===== src/rtl/fetch_pkg.sv =====
// Shared fetch-stage defaults and the {pc, insn} packet handed to decode.
package fetch_pkg;

    localparam int DEF_AWIDTH = 32;
    localparam int DEF_DWIDTH = 32;
    localparam int DEF_DEPTH  = 2;
    localparam logic [DEF_AWIDTH-1:0] DEF_BASEADDR = 32'h0100_0000;

    typedef struct packed {
        logic [DEF_AWIDTH-1:0] pc;
        logic [DEF_DWIDTH-1:0] insn;
    } fetch_pkt_t;

endpackage


===== src/rtl/fetch_fifo.sv =====
// Synchronous FIFO with flush and occupancy count; push while full is accepted
// when a pop happens in the same cycle. DEPTH must be a power of two, >= 2.
module fetch_fifo #(
    parameter int WIDTH = 8,
    parameter int DEPTH = 2
) (
    input  logic                     clk,
    input  logic                     reset,
    input  logic                     flush,
    input  logic                     push,
    input  logic [WIDTH-1:0]         push_data,
    input  logic                     pop,
    output logic [WIDTH-1:0]         head,
    output logic [$clog2(DEPTH):0]   count
);

    localparam int PW = $clog2(DEPTH);
    localparam logic [PW:0] FULL = (PW+1)'(DEPTH);

    logic [WIDTH-1:0] mem [DEPTH];
    logic [PW-1:0]    wr_ptr;
    logic [PW-1:0]    rd_ptr;
    logic             do_push;
    logic             do_pop;

    assign do_pop  = pop && (count != '0);
    assign do_push = push && ((count != FULL) || do_pop);
    assign head    = mem[rd_ptr];

    // Storage is cleared only on reset so the head reads zero afterwards; flush just rewinds.
    always_ff @(posedge clk) begin
        if (reset) begin
            wr_ptr <= '0;
            rd_ptr <= '0;
            count  <= '0;
            for (int i = 0; i < DEPTH; i++) begin
                mem[i] <= '0;
            end
        end else if (flush) begin
            wr_ptr <= '0;
            rd_ptr <= '0;
            count  <= '0;
        end else begin
            if (do_push) begin
                mem[wr_ptr] <= push_data;
                wr_ptr      <= wr_ptr + PW'(1);
            end
            if (do_pop) begin
                rd_ptr <= rd_ptr + PW'(1);
            end
            count <= count + (PW+1)'(do_push) - (PW+1)'(do_pop);
        end
    end

endmodule


===== src/rtl/fetch_stage.sv =====
// Instruction fetch: owns the PC, issues credit-limited memory requests, pairs
// in-order responses with their PC for decode, and squashes fetches on redirect.
module fetch_stage
    import fetch_pkg::*;
#(
    parameter int                AWIDTH   = DEF_AWIDTH,
    parameter int                DWIDTH   = DEF_DWIDTH,
    parameter logic [AWIDTH-1:0] BASEADDR = DEF_BASEADDR,
    parameter int                DEPTH    = DEF_DEPTH
) (
    input  logic              clk,
    input  logic              reset,
    output logic              imem_req_valid_o,
    input  logic              imem_req_ready_i,
    output logic [AWIDTH-1:0] imem_addr_o,
    input  logic              imem_rsp_valid_i,
    input  logic [DWIDTH-1:0] imem_rsp_data_i,
    input  logic              redirect_i,
    input  logic [AWIDTH-1:0] redirect_pc_i,
    output logic              dec_valid_o,
    input  logic              dec_ready_i,
    output logic [AWIDTH-1:0] dec_pc_o,
    output logic [DWIDTH-1:0] dec_insn_o
);

    localparam int CW = $clog2(DEPTH) + 1;
    typedef logic [CW-1:0] cnt_t;
    localparam cnt_t          DEPTH_CNT = CW'(DEPTH);
    localparam logic [CW:0]   DEPTH_OCC = (CW+1)'(DEPTH);

    logic [AWIDTH-1:0]        pc_q;
    cnt_t                     inflight;
    cnt_t                     drop_cnt;
    cnt_t                     out_count;
    cnt_t                     pc_count;
    logic [AWIDTH-1:0]        pc_head;
    logic [AWIDTH+DWIDTH-1:0] out_head;
    logic [CW:0]              occupancy;
    logic                     req_fire;
    logic                     rsp_keep;
    logic                     dec_fire;
    logic [1:0]               unused_redirect_lsbs;

    // Both ports transfer on a cycle where valid && ready; valid never waits on ready.
    assign dec_valid_o = (out_count != '0);
    assign dec_fire    = dec_valid_o && dec_ready_i && !redirect_i;
    assign dec_pc_o    = out_head[AWIDTH+DWIDTH-1 -: AWIDTH];
    assign dec_insn_o  = out_head[DWIDTH-1:0];

    // A decode pop this cycle frees its slot, so a 1-cycle memory streams at full rate.
    assign occupancy        = {1'b0, inflight} + {1'b0, out_count} - (CW+1)'(dec_fire);
    assign imem_req_valid_o = !reset && !redirect_i && (occupancy < DEPTH_OCC);
    assign imem_addr_o      = pc_q;
    assign req_fire         = imem_req_valid_o && imem_req_ready_i;
    assign rsp_keep         = imem_rsp_valid_i && !redirect_i && (drop_cnt == '0);

    assign unused_redirect_lsbs = redirect_pc_i[1:0];

    always_ff @(posedge clk) begin
        if (reset) begin
            pc_q     <= BASEADDR;
            inflight <= '0;
            drop_cnt <= '0;
        end else if (redirect_i) begin
            // Everything still outstanding after this cycle targets the old path.
            pc_q     <= {redirect_pc_i[AWIDTH-1:2], 2'b00};
            inflight <= inflight - cnt_t'(imem_rsp_valid_i);
            drop_cnt <= inflight - cnt_t'(imem_rsp_valid_i);
        end else begin
            if (req_fire) begin
                pc_q <= pc_q + AWIDTH'(4);
            end
            inflight <= inflight + cnt_t'(req_fire) - cnt_t'(imem_rsp_valid_i);
            if (imem_rsp_valid_i && (drop_cnt != '0)) begin
                drop_cnt <= drop_cnt - cnt_t'(1);
            end
        end
    end

    fetch_fifo #(.WIDTH(AWIDTH), .DEPTH(DEPTH)) u_pc_fifo (
        .clk       (clk),
        .reset     (reset),
        .flush     (1'b0),
        .push      (req_fire),
        .push_data (pc_q),
        .pop       (imem_rsp_valid_i),
        .head      (pc_head),
        .count     (pc_count)
    );

    fetch_fifo #(.WIDTH(AWIDTH + DWIDTH), .DEPTH(DEPTH)) u_out_fifo (
        .clk       (clk),
        .reset     (reset),
        .flush     (redirect_i),
        .push      (rsp_keep),
        .push_data ({pc_head, imem_rsp_data_i}),
        .pop       (dec_fire),
        .head      (out_head),
        .count     (out_count)
    );

    a_inflight_bound : assert property (@(posedge clk) disable iff (reset) inflight <= DEPTH_CNT);
    a_drop_bound     : assert property (@(posedge clk) disable iff (reset) drop_cnt <= DEPTH_CNT);
    a_out_bound      : assert property (@(posedge clk) disable iff (reset) out_count <= DEPTH_CNT);
    a_pc_tracking    : assert property (@(posedge clk) disable iff (reset) pc_count == inflight);
    a_rsp_credit     : assert property (@(posedge clk) disable iff (reset)
                                        imem_rsp_valid_i |-> (inflight != '0));

endmodule


===== config.mk =====
export PLATFORM = sky130hd
export DESIGN_NAME = fetch_stage
export DESIGN_NICKNAME = d
export VERILOG_FILES = /design/src/rtl/fetch_pkg.sv /design/src/rtl/fetch_fifo.sv /design/src/rtl/fetch_stage.sv
export SDC_FILE = /design/constraint.sdc
export NUM_CORES = 1
export LEC_CHECK = 0
export ABC_AREA = 0
export BUFFER_PORTS_ARGS = -buffer_cell sky130_fd_sc_hd__clkbuf_2
export CORE_ASPECT_RATIO = 1.2
export CORE_MARGIN = 2
export CORE_UTILIZATION = 35
export DETAILED_ROUTE_END_ITERATION = 16
export SETUP_SLACK_MARGIN = 0.4
export SLEW_MARGIN = 5
export SYNTH_ARGS = -nofsm -noshare
export SYNTH_HDL_FRONTEND = slang
export SYNTH_SLANG_ARGS = --single-unit

===== constraint.sdc =====
create_clock -name clk -period 9.5 [get_ports clk]
set_clock_uncertainty 0.15 [all_clocks]
set_input_delay 0 -clock clk [delete_from_list [all_inputs] [get_ports clk]]
set_output_delay 0 -clock clk [all_outputs]
set_load 0.05 [all_outputs]

== Yosys cells after proc, flatten, opt, wreduce, memory -nomap -nowiden ==
Memory sizes are Yosys's and may differ from the RTL's. A register that Yosys moved wholly into a read port is not among the register bits.
Index checks and enable logic that the tools add are counted.
Widths: inputs -> output; s select.
Word-level totals
  input bits: 70
  logic and storage cells: 79
  flip-flop bits (word level): 44
  memory bits (writable): 192
  memories kept: 2
Memory list
  u_out_fifo.mem: depth 2, width 64, read ports 1, clocked after Yosys merged registers in 1, wr ports 2, RTL line fetch_fifo.sv:20  | logic [WIDTH-1:0] mem [DEPTH];
  u_pc_fifo.mem: depth 2, width 32, read ports 1, clocked after Yosys merged registers in 1, wr ports 2, RTL line fetch_fifo.sv:20
Operators by class
  magnitude comparators: 1
  $add $sub $neg: 15
  equal/unequal tests: 2
  reduce and logical (&&, ||, !) cells: 25
  mux-type cells: 24
Operator list (count)
  $mux 32: 3
  $mux 64: 1
  $reduce_or 64->1: 1
  $add 32x3->32 const B: 1
  $reduce_or 32->1: 1
  $mux 1: 17
  $logic_and 1x1->1: 12
  $reduce_bool 2->1: 5
  $sub 2x1->2: 4
  $add 2x1->2: 3
  $mux 2: 3
  $add 1x1->1 const B: 4
  $ne 2x2->1 const B: 2
  $add 2x2->3: 1
  $lt 3x2->1 const B: 1
  $sub 3x1->3: 1
  $logic_not 1->1: 2
  $logic_not 2->1: 1
  $logic_or 1x1->1: 2
  $reduce_or 2->1: 1
  $sub 2x1->2 const B: 1

== Logic depth before layout (Yosys ltp) ==
  depth in word-level cells: 13
  mapped depth: 19
  depth with buffers taken out: 17

== Hierarchy ==
From an unflattened synthesis, not the netlist that was laid out.
Second synthesis, totals
  cell total of the unflattened synthesis: 851
  area total of the unflattened synthesis: 11065.6 um^2
By module, submodules not included
  fetch_fifo (u_out_fifo): sequential area each 3943.8 um^2, cells each 366, area each 5828.1 um^2, times used 1
  fetch_fifo (u_pc_fifo): sequential area each 2021.9 um^2, cells each 196, area each 3020.4 um^2, times used 1
  fetch_stage: sequential area each 680.7 um^2, cells each 289, area each 2217.1 um^2, times used 1

== Least setup slack after synthesis ==
No wires, ideal clock.
  path type: register to register
  from: register u_out_fifo.count[1]
  to: memory u_pc_fifo.mem[1][10] in the netlist's numbering (enable)
  arrival time: 3.539 ns
  path buffers: 1
  stages on the path, launching flop included: 14
  setup time: 0.386 ns
  setup slack: 5.425 ns
  cell sequence: dfxtp_1 -> inv_1 -> nand2_1 -> nand2_1 -> nor2_1 -> ha_1 -> nand2b_1 -> fa_1 -> nor4bb_4 -> and2_4 -> inv_4 -> nor2_1 -> clkbuf_1 -> a21o_1
RTL lines
  start: declaration: RTL line fetch_fifo.sv:14  | output logic [$clog2(DEPTH):0] count
  start signal: assignment: RTL line fetch_fifo.sv:51  | count <= count + (PW+1)'(do_push) - (PW+1)'(do_pop);
  end: declaration: RTL line fetch_fifo.sv:20

==> reports/results.txt <==
Status -> finished clean
Final wirelength -> 24.10 mm
CTS-repair resized insts -> 0
Routed Antenna Nets -> 0
Hold Crit Depth -> 5
Synth warn -> 0
Largest net degree at the start of global routing -> 63
CP Max Fanout -> 45
Overall power -> 2.553 mW
Gr ovfl total -> 0
# nets final -> 1153
Met1 WL -> 10.36 mm
I/O Buffers -> 161
CP startpoint kind -> flip-flop
Slew margin rel. -> 39.54%
Clk slew on worst S/H paths -> 0.06 ns
Post-synth EDFFs -> 184
Worst R2R Setup Slack -> 5.07 ns
Max H-tree Level -> 1
CTS root buf -> clkbuf_16
Layout cells sized above 1 -> 26.88%
Non-Filler Instances -> 1480
Setup TNS -> 0 ns
Internal power -> 1.851 mW
Vias per cell -> 4.789
Dpl cell area -> 11540 um2
CTS max path bufs -> 3
Placeable Area -> 29440 um2
Metal3 WL -> 1.265 mm
IO Count -> 168
Sw Ratio -> 27.47%
Endpoints failing hold -> 0
Vias -> 7088
Final core utilization -> 45.27%
Main synth FF type -> edfxtp_1
Die Ht -> 192.7 um
Fmax -> 225.8 MHz
Syn Inst Count -> 826
Synthesized area -> 10390 um2
Vias in the first global route -> 7124
Commonest cells after routing, fill and taps aside -> edfxtp_1 (184), clkbuf_2 (161), dlygate4sd3_1 (100)
Max cap viols -> 0
Routed wire length on met2 -> 11.94 mm
RD Place Congestion -> 0.8028
Die area -> 31080 um2
#FFs+latches synth -> 228
Uppermost layer routed -> met4
Critical path type -> reg2reg
Post-layout instance area -> 13330 um2
Crit path required time -> 9.49 ns
Min-Delay Path Class -> in2reg
Combinational Power Share -> 17.1%
RSZ-0062 raised after global routing -> false
Tmin final -> 4.428 ns
DRT Pass-1 Iters -> 5
Worst Slack Setup Final -> 5.072 ns
Clk_lat worst skew -> 0.52 ns
Asr flop ratio synth -> 0%
Seq/Total Area, Yosys -> 61.66%
Dpl ws -> 5.024 ns
Global-route usage over all layers -> 15.14%
First-pass GRT wire length -> 37.45 mm
PD cells -> 191.5 nW/um2
Clock power share -> 36.5%
Remaining DRCs -> 0
Post-DR wirelength/cell -> 16.28 um
Inserted Clock Buffers -> 25
LEAKAGE -> 5.289 nW
Worst Setup End Kind -> flip-flop
CTS sink cnt -> 228
Worst-case reg-to-reg path depth -> 12
Maximum VDD drop -> 0.1289 mV
Area Overhead vs Synth -> 28.29%
CTS tree -> done
Finish-stage setup viols -> 0
WHS -> 0.08175 ns
Ant diodes -> 0
Worst Path Arrival -> 4.42 ns
Synth Area per Inst -> 12.58 um2
# rows -> 69
Die Wd -> 161.3 um
CTS Hold Bufs -> 100
Initial Util -> 35.29%
DP HPWL -> 15.24 mm
Final Max Tran Viols -> 0
Distinct cells, synth -> 57
Most common cell after layout, fill and taps aside -> edfxtp_1
Worst-Margin Slew -> 0.9069 ns
Initial antenna violation count -> 0
Switch Pwr -> 701.4 uW
Total placed cells including tap cells -> 1335
Post-CTS Setup Inserts -> 0
Crit share post-route -> 46.62%
1st-iter DRT viols -> 358
Sequential Power Share -> 46.3%
[flip-flops by register name (all words and copies together), names as in the netlist, named ones only]
name               flops
u_pc_fifo.mem         60
drop_cnt               2
u_pc_fifo.rd_ptr       1
imem_addr_o           30
inflight               2
u_out_fifo.mem       124
u_out_fifo.wr_ptr      1
u_out_fifo.rd_ptr      1
u_pc_fifo.wr_ptr       1
u_out_fifo.count       2
u_pc_fifo.count        2
[power by group through the flow]
stage	clock network, mW	registers [mW]	logic, mW
after floorplan	0	1.22	0.283
after global placement	0	1.20	0.403
after detailed placement	0	1.20	0.408
after CTS	0.955	1.18	0.442
after global routing	0.989	1.19	0.472
final	0.933	1.18	0.437
[cell type report]
cell class                 count  area (um2)
timing repair buffer         273        1897
fill                        2726       16110
inverter                      18       70.07
clock inverter                12       111.4
multi-input combinational    526        3679
sequential                   228        6407
tap                          390       488.0
clock buffer                  33       675.6
[final timing paths]
| path | startpoint | end |
|---|---|---|
| max | u_out_fifo.count[1]$_SDFF_PP0_ | u_pc_fifo.mem[0][14]$_SDFFCE_PN0P_ |
| min | imem_req_ready_i | imem_addr_o[9]$_SDFFE_PP0P_ |
| max reg2reg | u_out_fifo.count[1]$_SDFF_PP0_ | u_pc_fifo.mem[0][14]$_SDFFCE_PN0P_ |
| min reg2reg | u_pc_fifo.rd_ptr$_SDFFE_PP0P_ | flip-flop |
[critical path, cell delays in order (launching register included)]
cell and delay (ns):
dfxtp_1 0.32, inv_1 0.11, nand2_1 0.08, nand2_1 0.14, nor2_1 0.06, ha_1 0.27, nand2b_1 0.16, fa_1 0.51
nor4bb_4 0.24, and2_4 0.30, inv_4 0.21, nor3_4 0.71, or2_2 0.75
[cells by family after synthesis]
logic type	count (synthesis)	synth area share [%]
muxes	97	10.13
AOI/OAI and AO/OA	72	4.408
DFF	228	61.66
xor gates and xnor gates	26	2.192
adders and majority gates	11	1.397
buffers and inverters	75	3.107
other	1	0.03610
and+or+nand+nor	316	17.07
[layer usage]
metal  vias to the layer above  GRT usage, %
met2                       191         27.06
met1                      3399         18.94
met4                         0         4.533
met3                        34         2.321
li1                       3464             -
met5                         -             0
[cell usage after synthesis (all sizes together) (2+ instances only)]
cell type,number,area (um2)
and2,95,596.8
and4,4,35.03
or2,4,25.02
inv,18,70.07
xnor2,23,201.4
o311ai,2,17.52
a211oi,7,57.55
and3,37,231.5
o21ai,10,50.05
clkbuf,42,158.9
o21a,2,15.01
a21oi,24,120.1
a32oi,4,35.03
or4,2,15.01
nand3,9,50.05
nand2,27,103.9
o22ai,8,50.05
nor3,12,76.33
mux2i,32,320.3
nor4bb,2,35.03
nand4,7,58.81
a311oi,2,17.52
ha,10,125.1
a21o,2,15.01
nand2b,5,31.28
or3,2,12.51
nor4,15,108.9
mux2,65,732.0
a31oi,6,37.54
edfxtp,184,5525
a221oi,2,17.52
nor2,90,337.8
dfxtp,44,880.8
buf,15,93.84
xor2,3,26.28
nor2b,3,18.77
(Power assumes the default switching activity.)
